--- src/rtl/btn_pkg.sv ---
// Shared types and default constants for the button event decoder slice.
// Optional auto-repeat is enabled by defining BTN_REPEAT_EN.
package btn_pkg;

   localparam int unsigned LONG_TICKS_DEF   = 4;
   localparam int unsigned REPEAT_TICKS_DEF = 2;
   localparam int unsigned CNT_W_DEF        = 16;

   typedef enum logic [1:0] {
      ARM   = 2'd0,
      IDLE  = 2'd1,
      PRESS = 2'd2,
      LONG  = 2'd3
   } btn_state_e;

   // Plain-vector state codes for the FSM register.
   localparam logic [1:0] ST_ARM   = ARM;
   localparam logic [1:0] ST_IDLE  = IDLE;
   localparam logic [1:0] ST_PRESS = PRESS;
   localparam logic [1:0] ST_LONG  = LONG;

endpackage

--- src/rtl/btn_tick_counter.sv ---
// Tick counter with clear, increment enable and an equal-to-limit flag.
module btn_tick_counter #(
   parameter int unsigned CNT_W = 16
) (
   input  logic             clk,
   input  logic             rst,
   input  logic             clr,
   input  logic             inc,
   input  logic [CNT_W-1:0] limit,
   output logic             at_limit_c
);

   logic [CNT_W-1:0] cnt_q;
   logic [CNT_W-1:0] cnt_d;

   // Clear wins over increment.
   always_comb begin
      cnt_d = cnt_q;
      if (clr) begin
         cnt_d = '0;
      end else if (inc) begin
         cnt_d = cnt_q + CNT_W'(1);
      end
   end

   always_ff @(posedge clk) begin
      if (rst) begin
         cnt_q <= '0;
      end else begin
         cnt_q <= cnt_d;
      end
   end

   assign at_limit_c = (cnt_q == limit);

endmodule

--- src/rtl/btn_event_decoder.sv ---
// Turns the debounced button level into one-clock press/release/short/long
// event pulses; auto-repeat (repeat_o) is present only with BTN_REPEAT_EN.
module btn_event_decoder
   import btn_pkg::*;
#(
   parameter int unsigned LONG_TICKS   = LONG_TICKS_DEF,
   parameter int unsigned REPEAT_TICKS = REPEAT_TICKS_DEF,
   parameter int unsigned CNT_W        = CNT_W_DEF
) (
   input  logic clk,
   input  logic rst,
   input  logic tick_en,
   input  logic btn_db,
   output logic press_o,
   output logic release_o,
   output logic short_o,
   output logic long_o,
   output logic held_o
`ifdef BTN_REPEAT_EN
   ,
   output logic repeat_o
`endif
);

   localparam logic [CNT_W-1:0] LONG_LIM = CNT_W'(LONG_TICKS - 1);
`ifdef BTN_REPEAT_EN
   localparam logic [CNT_W-1:0] REP_LIM  = CNT_W'(REPEAT_TICKS - 1);
`endif

   logic [1:0]       state_q, state_d;
   logic             press_q, press_d;
   logic             release_q, release_d;
   logic             short_q, short_d;
   logic             long_q, long_d;
   logic             held_q, held_d;
   logic             cnt_clr, cnt_inc;
   logic             cnt_at_lim;
   logic [CNT_W-1:0] cnt_limit;
`ifdef BTN_REPEAT_EN
   logic             repeat_q, repeat_d;
`endif

   // One counter serves both thresholds; the limit follows the state.
`ifdef BTN_REPEAT_EN
   assign cnt_limit = (state_q == ST_LONG) ? REP_LIM : LONG_LIM;
`else
   assign cnt_limit = LONG_LIM;
`endif

   btn_tick_counter #(
      .CNT_W (CNT_W)
   ) u_cnt (
      .clk        (clk),
      .rst        (rst),
      .clr        (cnt_clr),
      .inc        (cnt_inc),
      .limit      (cnt_limit),
      .at_limit_c (cnt_at_lim)
   );

   // Next state, counter control and pulse decode; release beats any threshold.
   always_comb begin
      state_d   = state_q;
      press_d   = 1'b0;
      release_d = 1'b0;
      short_d   = 1'b0;
      long_d    = 1'b0;
      cnt_clr   = 1'b0;
      cnt_inc   = 1'b0;
`ifdef BTN_REPEAT_EN
      repeat_d  = 1'b0;
`endif
      if (tick_en) begin
         case (state_q)
            ST_ARM: begin
               if (!btn_db) begin
                  state_d = ST_IDLE;
               end
            end
            ST_IDLE: begin
               if (btn_db) begin
                  state_d = ST_PRESS;
                  cnt_clr = 1'b1;
                  press_d = 1'b1;
               end
            end
            ST_PRESS: begin
               if (!btn_db) begin
                  state_d   = ST_IDLE;
                  release_d = 1'b1;
                  short_d   = 1'b1;
               end else if (cnt_at_lim) begin
                  state_d = ST_LONG;
                  cnt_clr = 1'b1;
                  long_d  = 1'b1;
               end else begin
                  cnt_inc = 1'b1;
               end
            end
            ST_LONG: begin
               if (!btn_db) begin
                  state_d   = ST_IDLE;
                  release_d = 1'b1;
               end
`ifdef BTN_REPEAT_EN
               else if (cnt_at_lim) begin
                  cnt_clr  = 1'b1;
                  repeat_d = 1'b1;
               end else begin
                  cnt_inc = 1'b1;
               end
`endif
            end
            default: begin
               state_d = ST_ARM;
            end
         endcase
      end
      held_d = (state_d == ST_PRESS) || (state_d == ST_LONG);
   end

   always_ff @(posedge clk) begin
      if (rst) begin
         state_q   <= ST_ARM;
         press_q   <= 1'b0;
         release_q <= 1'b0;
         short_q   <= 1'b0;
         long_q    <= 1'b0;
         held_q    <= 1'b0;
`ifdef BTN_REPEAT_EN
         repeat_q  <= 1'b0;
`endif
      end else begin
         state_q   <= state_d;
         press_q   <= press_d;
         release_q <= release_d;
         short_q   <= short_d;
         long_q    <= long_d;
         held_q    <= held_d;
`ifdef BTN_REPEAT_EN
         repeat_q  <= repeat_d;
`endif
      end
   end

   assign press_o   = press_q;
   assign release_o = release_q;
   assign short_o   = short_q;
   assign long_o    = long_q;
   assign held_o    = held_q;
`ifdef BTN_REPEAT_EN
   assign repeat_o  = repeat_q;
`endif

`ifndef SYNTHESIS
   localparam longint unsigned CNT_MAX = (64'd1 << CNT_W) - 64'd1;

   // Out-of-range thresholds would let the counter wrap before matching.
   always @(posedge clk) begin
      assert (64'(LONG_TICKS) >= 64'd2 && 64'(LONG_TICKS) <= CNT_MAX)
         else $error("btn_event_decoder: LONG_TICKS out of range");
      assert (64'(REPEAT_TICKS) >= 64'd1 && 64'(REPEAT_TICKS) <= CNT_MAX)
         else $error("btn_event_decoder: REPEAT_TICKS out of range");
   end
`endif

endmodule

--- config.mk ---
export PLATFORM = sky130hd
export DESIGN_NAME = btn_event_decoder
export DESIGN_NICKNAME = d
export VERILOG_FILES = /design/src/rtl/btn_pkg.sv /design/src/rtl/btn_tick_counter.sv /design/src/rtl/btn_event_decoder.sv
export SDC_FILE = /design/constraint.sdc
export NUM_CORES = 1
export LEC_CHECK = 0
export CORE_ASPECT_RATIO = 0.6
export CORE_MARGIN = 5
export CORE_UTILIZATION = 45
export DETAILED_ROUTE_END_ITERATION = 10
export GPL_ROUTABILITY_DRIVEN = 0
export PLACE_DENSITY = 0.71
export SLEW_MARGIN = 0
export SYNTH_ARGS = -nofsm -noshare
export SYNTH_HDL_FRONTEND = slang
export SYNTH_HIERARCHICAL = 1
export SYNTH_SLANG_ARGS = --single-unit
--- constraint.sdc ---
create_clock -name clk -period 2.15 [get_ports clk]
set_input_delay 0.43 -clock clk [delete_from_list [all_inputs] [get_ports clk]]
set_output_delay 0.43 -clock clk [all_outputs]
set_load 0.05 [all_outputs]
==> run summary <==
Wires add up to 2.61 mm. Global routing used 14.4% of the available tracks. Leakage power summed over all cells: 0.632 nW.

The path type of the worst setup path was reg -> reg. Once the clock tree was built, the setup fixing pass inserted 0 buffers. Registers take 462 um2. CTS saw 23 sinks. The total buffers and inverters traversed by the critical path came out at 0.

Synthesized instance count: 148. The row count is 15. The count of cells in the finished layout, fillers not included, comes to 219. Arrival time of the worst setup path: 2200 ps.

For the wire length of the first global-routing pass, the log shows 4.46 mm. The area share of fa/ha/maj cells after synthesis is 4.89%. On the critical path the largest part of the delay comes from simple AND/OR/NAND/NOR gates. The period utilization was 92.8%; the share of layout cells above drive strength 1 was 16.2%. In the final design database the tool counted 195 nets. The run gives 0 as the number of antenna violations at the first check in global routing.

The floorplan step defined a die boundary enclosing 4050 um2. For this design the top-level I/O count stands at 9. Post-layout minimum cycle time: 1990 ps. 0 antenna diodes ended up in the layout. Entering global routing, the biggest net connects 14 pins. The clock latency of the later-clocked register in the worst-skew pair is 270 ps, and the transition time at the pin with the least slew margin is 495 ps. Multiplexer cells account for 0.782% of the synthesized area.

TritonCTS built the clock tree. In the layout the commonest cells are 22 x sky130_fd_sc_hd__dfxtp_1, 21 x sky130_fd_sc_hd__xnor2_1, 18 x sky130_fd_sc_hd__nor2_1, 18 x sky130_fd_sc_hd__buf_4, 16 x sky130_fd_sc_hd__conb_1. The highest ir drop seen on vdd is 0.000301 V. The category of the worst setup path launch point was a register. The synthesized netlist devotes 17.8% of its cell area to XOR and XNOR gates. The tree is rooted in a sky130_fd_sc_hd__clkbuf_8. The via count of the first global-routing pass is 988, and the maximum count of clock buffers along a single path is 2. The dominant combinational cell family by area after synthesis was simple AND/OR/NAND/NOR gates. Of the total synthesized cell area, the portion taken by AND, OR, NAND and NOR gates is 25.6%.

The highest fanout seen on the critical path is 6. In this run the remaining antenna-violating nets after routing total 0. The worst min-delay path category is reg -> reg.

For this run, the slowest stage of the critical path takes 490 ps. The netlist area before placement is 1280 um2, and the post-synthesis compound-gate area fraction is 9.29%. Port buffering added 8 buffers. The average wire per standard cell was 11.9 um. The tools report the endpoint class of the critical path as a register.

The final routed DRC violation total was 0. The run finished with clean final reports. The startpoint identified for the worst register-to-register timing path is u_cnt/cnt_q[12]$_SDFFE_PP0P_. The maximum level of the CTS H-tree came out at 1. The die is 78.9 um wide.

After floorplanning, the core was sized to cover 2800 um2. Power density over cell area: 480 nW/um2. The signal on the critical path passes through xnor2_1 -> nand4_1 -> nor4_4 -> nor2_1 -> and4_1 -> nand2_4 -> or4_1 -> a21oi_1. Clock-pin slew was measured on the worst setup and hold paths at 70 ps. Final-report hold violation count: 0. The share of the Yosys chip area taken by registers is 36.0%. The logs give 0 for the number of pins with negative max-slew slack in the final report and 155 ps for the final worst setup slack. The post-placement setup slack was -89.2 ps. On the final layout, the worst clock skew is 3.33 ps. The leading cell type in the layout, fill and taps excluded was sky130_fd_sc_hd__dfxtp_1.

In this run the worst setup path begins at u_cnt/cnt_q[12]$_SDFFE_PP0P_. Number of iterations in the first detailed-routing pass: 4. Synthesis inferred 23 register bits. After the first detailed-routing iteration, the DRC count stood at 36.

Dividing the detail-routed via count by the number of cells gives 5.00. At the worst endpoint, the required time is 2350 ps. The count of instances resized after the clock tree is built came out at 0.

After global routing the overflow that remains totals 0. The total of fill cells in the finished design was 247. The y dimension of the die was 51.3 um; the area of all placed cells without fillers was 1610 um2. In this run the tightest slew margin relative to its limit is 66.9%. In the final layout, the multi-input gates occupy 827 um2. The number of clock buffers added by TritonCTS is 3. Setup repair after global routing left no endpoint under its margin. Once the floorplan was initialized, standard cells occupied 45.8% of the core. The run gives 0 as the final number of setup-violating endpoints.

The total via count in the routed design is 1095, and the area growth from synthesis to layout is 25.8%. The post-synthesis average cell area works out to 8.65 um2. Derived from the worst setup path, the maximum achievable clock frequency is 501 MHz.

Among all stages on the critical path, the largest delay is contributed by sky130_fd_sc_hd__or4_1. Across the run, the number of max-cap violations was 0. Once placement finished, the instance area stood at 1550 um2.

For the total half-perimeter wirelength after legalization and detailed placement, the log shows 2.03 mm. The number of different library cells used by synthesis comes to 35. The total number of yosys warnings came out at 6. The tools report the start point of the worst min-delay path as u_cnt/cnt_q[14]$_SDFFE_PP0P_. In this run, post-CTS hold repair placed 0 buffers. Counting tap cells, the placed design contains a total of 215 instances.
-- routing by layer --
metal	wire length [um]	vias up	track usage, %
li1	-	567	-
met1	1280	499	18.7
met2	1150	24	22.5
met3	124	5	3.87
met4	51	0	6.00
met5	0	-	0
-- cells in the mapped netlist, drive strengths merged --
cell type,count,area (um2)
dfxtp,23,460
xnor2,21,184
nor2,18,67.6
nand2,9,41.3
a21oi,7,35.0
nand3,7,35.0
nand4,7,43.8
ha,5,62.6
inv,5,18.8
xor2,5,43.8
clkbuf,4,25.0
nor3,4,20.0
a31oi,3,18.8
buf,3,21.3
nor4,3,33.8
o21ai,3,15.0
a31o,2,17.5
and4,2,17.5
conb,2,7.51
nor3b,2,15.0
o31ai,2,15.0
or2,2,12.5
or3,2,12.5
or4,2,15.0
a41o,1,10.0
and2b,1,7.51
and3,1,6.26
mux2i,1,10.0
o211ai,1,7.51
-- power by group --
group	internal, mW	total, mW	switching, mW	leakage, nW
Combinational	0.0343	0.0750	0.0407	0.423
Clock	0.132	0.266	0.134	0.0228
Sequential	0.428	0.431	0.00295	0.186
Total	0.595	0.773	0.178	0.632
-- cell families (layout without fill, tap and decap cells) --
| logic type | Yosys count | in the layout |
|---|---|---|
| simple gates | 60 | 60 |
| xor+xnor | 26 | 26 |
| flops | 23 | 23 |
| compound gates | 19 | 19 |
| fa+ha+maj | 5 | 5 |
| mux | 1 | 1 |
| other cells | 2 | 16 |
| buf+inv | 12 | 35 |
-- final cells by class --
| type | count | area share (%) |
|---|---|---|
| Inverter | 5 | 1.17 |
| Multi-Input combinational cell | 127 | 51.4 |
| Clock buffer | 4 | 2.80 |
| Sequential cell | 23 | 28.7 |
| Timing Repair Buffer | 26 | 13.4 |
| Tap cell | 34 | 2.64 |
-- state kept, by name, summed over array words and instances, names as in the netlist --
register,flops
held_o,1
long_o,1
press_o,1
release_o,1
short_o,1
state_q,2
u_cnt/cnt_q,16
-- tightest hold or removal path: stages (launching register included) --
cell                      delay [ps]
sky130_fd_sc_hd__dfxtp_1         360
sky130_fd_sc_hd__o31ai_1          90
sky130_fd_sc_hd__a21oi_1          60
-- metrics by stage --
step	power (mW)	util (%)	setup TNS (ps)	hold WS, ps
floorplan	0.488	-	0	477
global placement	0.513	55.4	-65.6	510
detailed placement	0.514	55.4	-327	531
CTS	0.783	57.0	0	543
global route	0.819	57.6	0	571
finish	0.773	57.6	0	548
-- worst paths after layout --
check | to | slack [ps] | depth (start not counted)
setup / recovery | u_cnt/cnt_q[14]$_SDFFE_PP0P_ | 160 | 8
hold / removal | u_cnt/cnt_q[14]$_SDFFE_PP0P_ | 550 | 2
setup reg to reg | u_cnt/cnt_q[14]$_SDFFE_PP0P_ | 160 | 8
hold reg to reg | u_cnt/cnt_q[14]$_SDFFE_PP0P_ | 550 | 2
No activity file was read; power rests on OpenSTA's default activity.
